--- config.mk ---
export PLATFORM = sky130hd
export DESIGN_NAME = memory_stage
export DESIGN_NICKNAME = d
export VERILOG_FILES = /design/src/rtl/memory_stage.sv
export SDC_FILE = /design/constraint.sdc
export NUM_CORES = 1
export LEC_CHECK = 0
export ABC_AREA = 0
export CELL_PAD_IN_SITES_DETAIL_PLACEMENT = 1
export CELL_PAD_IN_SITES_GLOBAL_PLACEMENT = 1
export CORE_UTILIZATION = 28
export CTS_BUF_LIST = sky130_fd_sc_hd__clkbuf_2
export CTS_CLUSTER_SIZE = 28
export DETAILED_ROUTE_END_ITERATION = 8
export GPL_TIMING_DRIVEN = 0
export PLACE_DENSITY = 0.86
export RECOVER_POWER = 25
export SETUP_SLACK_MARGIN = 0.1
export SKIP_LAST_GASP = 1
export SLEW_MARGIN = 5
export SYNTH_ARGS = -nofsm -noshare
export SYNTH_HDL_FRONTEND = slang
export SYNTH_SLANG_ARGS = --single-unit
--- constraint.sdc ---
create_clock -name clk -period 1.8 [get_ports clk]
set_clock_uncertainty 0.2 [all_clocks]
set_input_delay 0.18 -clock clk [delete_from_list [all_inputs] [get_ports clk]]
set_output_delay 0.18 -clock clk [all_outputs]
set_load 0.02 [all_outputs]
--- src/rtl/memory_stage.sv ---
// memory_stage: MIPS ME stage with req/ack data-memory access, timeout recovery and the ME/WB register
module memory_stage #(
  parameter int unsigned TIMEOUT = 255,
  parameter logic [31:0] ERR_DATA = 32'hDEADBEEF
) (
  input  logic        clk,
  input  logic        reset,
  input  logic        flush,
  input  logic        AnyStall,
  input  logic [31:0] Result_EX,
  input  logic [31:0] WrDat_EX,
  input  logic [4:0]  WriteReg_EX,
  input  logic        RegWrite_EX,
  input  logic        MemToReg_EX,
  input  logic        MemWrite_EX,
  output logic        DMemReq,
  output logic        DMemWe,
  output logic [31:0] DMemAddr,
  output logic [31:0] DMemWrDat,
  input  logic        DMemAck,
  input  logic [31:0] DMemRdDat,
  output logic [31:0] ResultRdDat_ME,
  output logic [4:0]  WriteReg_ME,
  output logic        RegWrite_ME,
  output logic        Stall_ME,
  output logic        DMemErr
);
  typedef enum logic [1:0] {IDLE, WAIT, DONE} state_t;
  localparam logic [7:0] TMAX = 8'(TIMEOUT);
  state_t state;
  logic [31:0] rdHold, loadData;
  logic [7:0] tCnt;
  logic memOp, isLoad, timeOut, complete;
  assign memOp = MemToReg_EX | MemWrite_EX;
  assign isLoad = MemToReg_EX & ~MemWrite_EX;
  assign timeOut = state == WAIT && !DMemAck && tCnt == TMAX;
  assign complete = (state == IDLE && memOp && DMemAck) || (state == WAIT && (DMemAck || tCnt == TMAX));
  assign DMemReq = (state == IDLE && memOp) || state == WAIT;
  assign DMemWe = MemWrite_EX;
  assign DMemAddr = Result_EX;
  assign DMemWrDat = WrDat_EX;
  assign Stall_ME = DMemReq & ~complete;
  // a forced completion returns ERR_DATA; DONE replays the data captured on the ack cycle
  assign loadData = complete ? (timeOut ? ERR_DATA : DMemRdDat) : rdHold;
  always_ff @(posedge clk) begin
    if (reset) begin
      state <= IDLE;
      tCnt <= '0;
      rdHold <= '0;
      DMemErr <= 1'b0;
      ResultRdDat_ME <= '0;
      WriteReg_ME <= '0;
      RegWrite_ME <= 1'b0;
    end else if (flush) begin
      state <= IDLE;
      tCnt <= '0;
      ResultRdDat_ME <= '0;
      WriteReg_ME <= '0;
      RegWrite_ME <= 1'b0;
    end else begin
      if (timeOut) DMemErr <= 1'b1;
      if (complete) rdHold <= loadData;
      if (!AnyStall) begin
        ResultRdDat_ME <= isLoad ? loadData : Result_EX;
        WriteReg_ME <= WriteReg_EX;
        RegWrite_ME <= RegWrite_EX;
      end
      tCnt <= state == WAIT ? tCnt + 8'd1 : 8'd1;
      state <= (state == IDLE && memOp && !DMemAck) ? WAIT :
               complete ? (AnyStall ? DONE : IDLE) :
               (state == DONE && !AnyStall) ? IDLE : state;
    end
  end
endmodule

# Word-level counts from Yosys, hierarchy flattened
# Index checks and enable logic that the tools add are counted.
op_classes:
  n_addsub: 1
  mul: 0
  div_mod_pow: 0
  n_lt_le_gt_ge: 0
  n_eq_ne: 3
  shifts: 0
  n_mux: 8
  n_bitwise: 7
  reduce_logical: 20
ops:
  columns: ["cell", "count"]
  rows:
  - ["two-way mux 32 bit", 3]
  - ["adder 8 x 1 -> 8 bit (second input constant)", 1]
  - ["== test 8 bit (second input constant)", 1]
  - ["logical AND 1 bit", 7]
  - ["two-way mux 2 bit", 3]
  - ["OR reduction 3 bit", 2]
  - ["NOT 1 bit", 4]
  - ["AND reduction 2 bit", 2]
  - ["logical OR 1 bit", 3]
  - ["nonzero test 3 bit", 1]
  - ["AND 1 bit", 2]
  - ["== test 2 x 1 -> 1 bit (second input constant)", 1]
  - ["== test 2 bit (second input constant)", 1]
  - ["zero test 1 bit", 2]
  - ["zero test 2 bit", 1]
  - ["two-way mux 1 bit", 2]
  - ["nonzero test 2 bit", 1]
  - ["OR reduction 2 bit", 1]
  - ["bitwise OR 1 bit", 1]
totals:
  reg_bits: 81
  latchBits: 0
  ram_bits: 0
  mem_bits_ro: 0
  input_bits: 109
  out_inout_bits: 106
  wordCells: 48
  n_memories: 0

# Logic depth before layout (Yosys ltp)
depth:
  depth_word: 6
  ltp_mapped: 7
  ltp_nobuf: 5

# Worst setup path after synthesis
# Ideal clock, no wire load.
synth_path:
  path_type: "flip-flop to output port"
  from: "reg tCnt[0]"
  to: "out Stall_ME"
  t_arrival_ns: 1.606
  t_required_ns: 1.420
  slack_ns: -0.186
  path_stages_with_launch: 7
  n_path_buf: 2
  cell_sequence: "dfxtp_1 > ha_1 > nand3_1 > o32ai_2 > buf_2 > buf_2 > nor3_1"
synth_between:
  elab_chain_len: 6
synth_lines:
  columns: ["item", "line", "rtl"]
  rows:
  - ["start: declaration", "32", "logic [7:0] tCnt;"]
  - ["start signal: assignment", "68", "tCnt <= state == WAIT ? tCnt + 8'd1 : 8'd1;"]
  - ["== test 8 bit", "37", "assign complete = (state == IDLE && memOp && DMemAck) || (state == WAIT && (DMemAck || tCnt == TMAX));"]
  - ["logical OR 1 bit", "37", null]
  - ["logical AND 1 bit", "37", null]
  - ["logical OR 1 bit", "37", null]
  - ["NOT 1 bit", "42", "assign Stall_ME = DMemReq & ~complete;"]
  - ["AND 1 bit", "42", null]
  - ["end: declaration", "25", "output logic Stall_ME,"]
# Every way passes these cells.

# Worst setup path in the final report
layout_path:
  from: "reg state[0]"
  to: "reg rdHold[16]"
layout_between:
  elab_chain_len: 5
  elab_cells_between_ends: 11
  classes_between: "eq/ne: 1; mux: 2; reduce/logical: 8"
layout_lines:
  columns: ["item", "line", "rtl"]
  rows:
  - ["start: declaration", "30", "state_t state;"]
  - ["start signal: assignment", "69", "state <= (state == IDLE && memOp && !DMemAck) ? WAIT :"]
  - ["== test 2 x 1 -> 1 bit / zero test 2 bit (equally long branches)", "36, 37", null]
  - ["logical AND 1 bit, on equally long branches (2 in a row)", "36, 37", null]
  - ["two-way mux 32 bit / logical OR 1 bit (equally long branches)", "44, 37", null]
  - ["two-way mux 32 bit / AND reduction 2 bit (equally long branches)", null, null]
  - ["end signal: assignment", "62", "if (complete) rdHold <= loadData;"]
  - ["end: declaration", "31", "logic [31:0] rdHold, loadData;"]
# Several ways; a longest one is shown, not always the timed one.
# A chain may end at the register's enable or synchronous reset.

==> impl_metrics.ini <==
[worst_setup_path]
endpoint_kind = register
critPathMaxFanout = 7
crit_required_ns = 2.10
arrival_ns = 2.76
crit_type = register to register
worst_setup_path_start_kind = register

[synth]
avgSynthCellArea_um2 = 8.960
synth_edf_count = 0
synth.distinct_cells = 42
syn_nets = 644
synth-seq-area-share = 0.3389
synth_top_flop_cell = dfxtp_1
ys_warn_count = 0
syn_inst = 534
syn-cell-area_um2 = 4785
async_reset_ff_frac = 0
yosys_register_bits = 81

[drt]
first_pass_iters = 5
antenna_left = 0
drc_errors = 0
dr_total_vias = 5328
routed_wl_um = 21210
viasPerCell = 5.229
drt_iter0_drc = 361
wl_per_cell_um = 20.82

[timing]
rsz0062_at_grt = yes
tns_ns = -33.37
fin_crit_sh = 1.366
timing.fmax_mhz = 406.7
postLayoutSetupSlackWorst_ns = -0.6586
slew_violations = 0
min_period_ns = 2.459
finalHoldViolations = 0
slew_headroom = 0.4324
finalSetupViolCount = 67
worst_pin_slew_ns = 0.8513

[global_routing]
grtUsageMet2 = 0.3754
antenna_found_initial = 0
gr-usage-all-layers = 0.2169
busiest_layer = met2
grt_pass1_wl_um = 29650
grt_max_degree = 14
grt_pass1_vias = 5314
met1_usage = 0.2596
grt_use_met3 = 0.03563
grt_overflow = 0

[run_status]
violations = negative setup slack
status = complete, but fails checks

[floorplan]
core-area_um2 = 16640
rows = 47
die-height_um = 132.7
pin_count = 215
start_util = 0.2875
die_x_um = 132.7
die_area_um2 = 17610

[placed_design]
portBuffers = 180
place_congestion = 0.8037
dp_cells = 934
dpl.hpwl_um = 12500

[clock_network]
worst_skew_pair.late_latency_ns = 0.60
h-tree-depth = 3
cts.sinks = 81
cts-root-buf = clkbuf_2
cts_tree = yes
cts_buffer_depth = 2
cts_made_buffers = 9
clk_pin_slew_ns = 0.25

[min_path]
hp-class = input port to register

[run]
max_cap_violations = 0

[finish]
antenna_cells = 0
fillCellCount = 1897
layout-drive-gt1-share = 0.3817
area_growth_pct = 70.01
final_cells = 1019
final_nets = 905

[power]
power.static_leakage_nw = 3.154
power.density_nw_per_um2 = 576.9
peakVddDrop_v = 0.0004063
[through the flow]
stage          utilization  instance area, µm²  setup WS [ns]  hold slack [ns]  power [mW]
2_1_floorplan            -                4863       -0.05710           0.1239       2.688
3_3_place_gp        0.4170                6940         -1.293           0.2445       3.232
3_5_place_dp        0.4170                6940         -1.304           0.2564       3.260
4_1_cts             0.4637                7717        -0.7695        0.0009308       4.526
5_1_grt             0.4888                8134        -0.6851          0.03266       4.844
6_report            0.4888                8134        -0.6586          0.05145       4.692
[metal layers]
metal | wire (µm) | up-vias
met5 | 0 | -
met4 | 806 | 0
met3 | 1336 | 65
met2 | 10540 | 254
met1 | 8529 | 2608
li1 | - | 2401
[report_power, final]
group | switching, mW | internal [mW] | total, mW
logic | 0.799 | 0.778 | 1.58
registers | 0.0569 | 1.88 | 1.94
clock network | 0.733 | 0.442 | 1.18
total | 1.59 | 3.10 | 4.69
[layout by cell type, fill, tap and decap left out, drive strengths merged, types with 2 or more instances in the layout]
master | netlist | final
a211o | 8 | 8
a21oi | 52 | 52
a311oi | 24 | 24
a31oi | 9 | 9
and2 | 3 | 3
and3 | 3 | 3
buf | 81 | 127
bufinv | 0 | 2
clkbuf | 30 | 59
clkdlybuf4s15 | 0 | 21
clkdlybuf4s50 | 0 | 77
clkinv | 1 | 3
clkinvlp | 0 | 2
dfxtp | 81 | 81
dlygate4sd2 | 0 | 32
dlygate4sd3 | 0 | 54
inv | 25 | 25
mux2i | 6 | 6
nand2 | 13 | 13
nand2b | 10 | 10
nand3 | 9 | 9
nand4 | 9 | 9
nor2 | 42 | 42
nor2b | 3 | 3
nor3 | 28 | 28
nor3b | 24 | 24
nor4 | 2 | 2
o211ai | 8 | 8
o21ai | 25 | 25
o32ai | 25 | 25
or3 | 2 | 2
xnor2 | 2 | 2
xor2 | 3 | 3
[worst max-delay path, cell delays in order, from the launching register on]
cell and delay [ns]:
dfxtp_4 0.41, buf_6 0.13, buf_6 0.11, buf_6 0.10, buf_6 0.11, and4b_2 0.27, a32oi_4 0.27, buf_6 0.16
nor2_4 0.05, buf_12 0.16, buf_12 0.14, a311oi_2 0.27
[cell type report]
cell class / count / area [µm²] / area share
clock inverter: 6 / 83.83 / 0.01031
tap: 220 / 275.3 / 0.03384
timing repair buffer: 253 / 2531 / 0.3112
buffer: 108 / 795.8 / 0.09783
sequential: 81 / 1639 / 0.2015
inverter: 26 / 97.59 / 0.01200
clock buffer: 9 / 45.04 / 0.005538
multi-input combinational: 316 / 2666 / 0.3278
[Yosys cell counts (10+ instances only)]
cell / n / share of area
dfxtp_1: 81 / 0.34
buf_4: 66 / 0.10
a21oi_1: 52 / 0.054
nor2_1: 41 / 0.032
clkbuf_1: 29 / 0.023
inv_1: 25 / 0.020
nor3b_1: 24 / 0.038
a311oi_2: 22 / 0.069
nor3_2: 20 / 0.042
o32ai_2: 20 / 0.068
o21ai_0: 17 / 0.018
nand2_1: 13 / 0.010
nand2b_1: 10 / 0.013
[timing repair]
item,CTS,global route
resized for setup,201,85
endpoints found under the setup margin,147,100
setup buffers,21,24
hold buffers,25,0
pin swaps,21,49
gates cloned,2,4
hold endpoints to repair,34,0
[worst paths after layout]
kind / start / endpoint / slack, ns / cells after the start
setup / recovery: state[0] / rdHold[16] / -0.66 / 11
hold / removal: DMemRdDat[20] / rdHold[20] / 0.05 / 3
setup reg to reg: state[0] / rdHold[16] / -0.66 / 11
hold reg to reg: rdHold[20] / rdHold[20] / 0.29 / 2
[sequential cells by signal, indices dropped and copies added (netlist names)]
name            count
ResultRdDat_ME     32
rdHold             32
tCnt                8
WriteReg_ME         5
state               2
DMemErr             1
RegWrite_ME         1
[cell families (layout without fill, tap and decap cells)]
family	Yosys count	after routing	share of synthesized area
adder cells (fa/ha/maj)	1	1	0.002615
XOR/XNOR	5	5	0.009154
buffers and inverters	137	402	0.1708
AO/OA/AOI/OAI	153	153	0.2769
multiplexers	6	6	0.01255
AND/OR/NAND/NOR	151	151	0.1891
flip-flops	81	81	0.3389
Note: power is estimated with default switching activity, not from simulation.
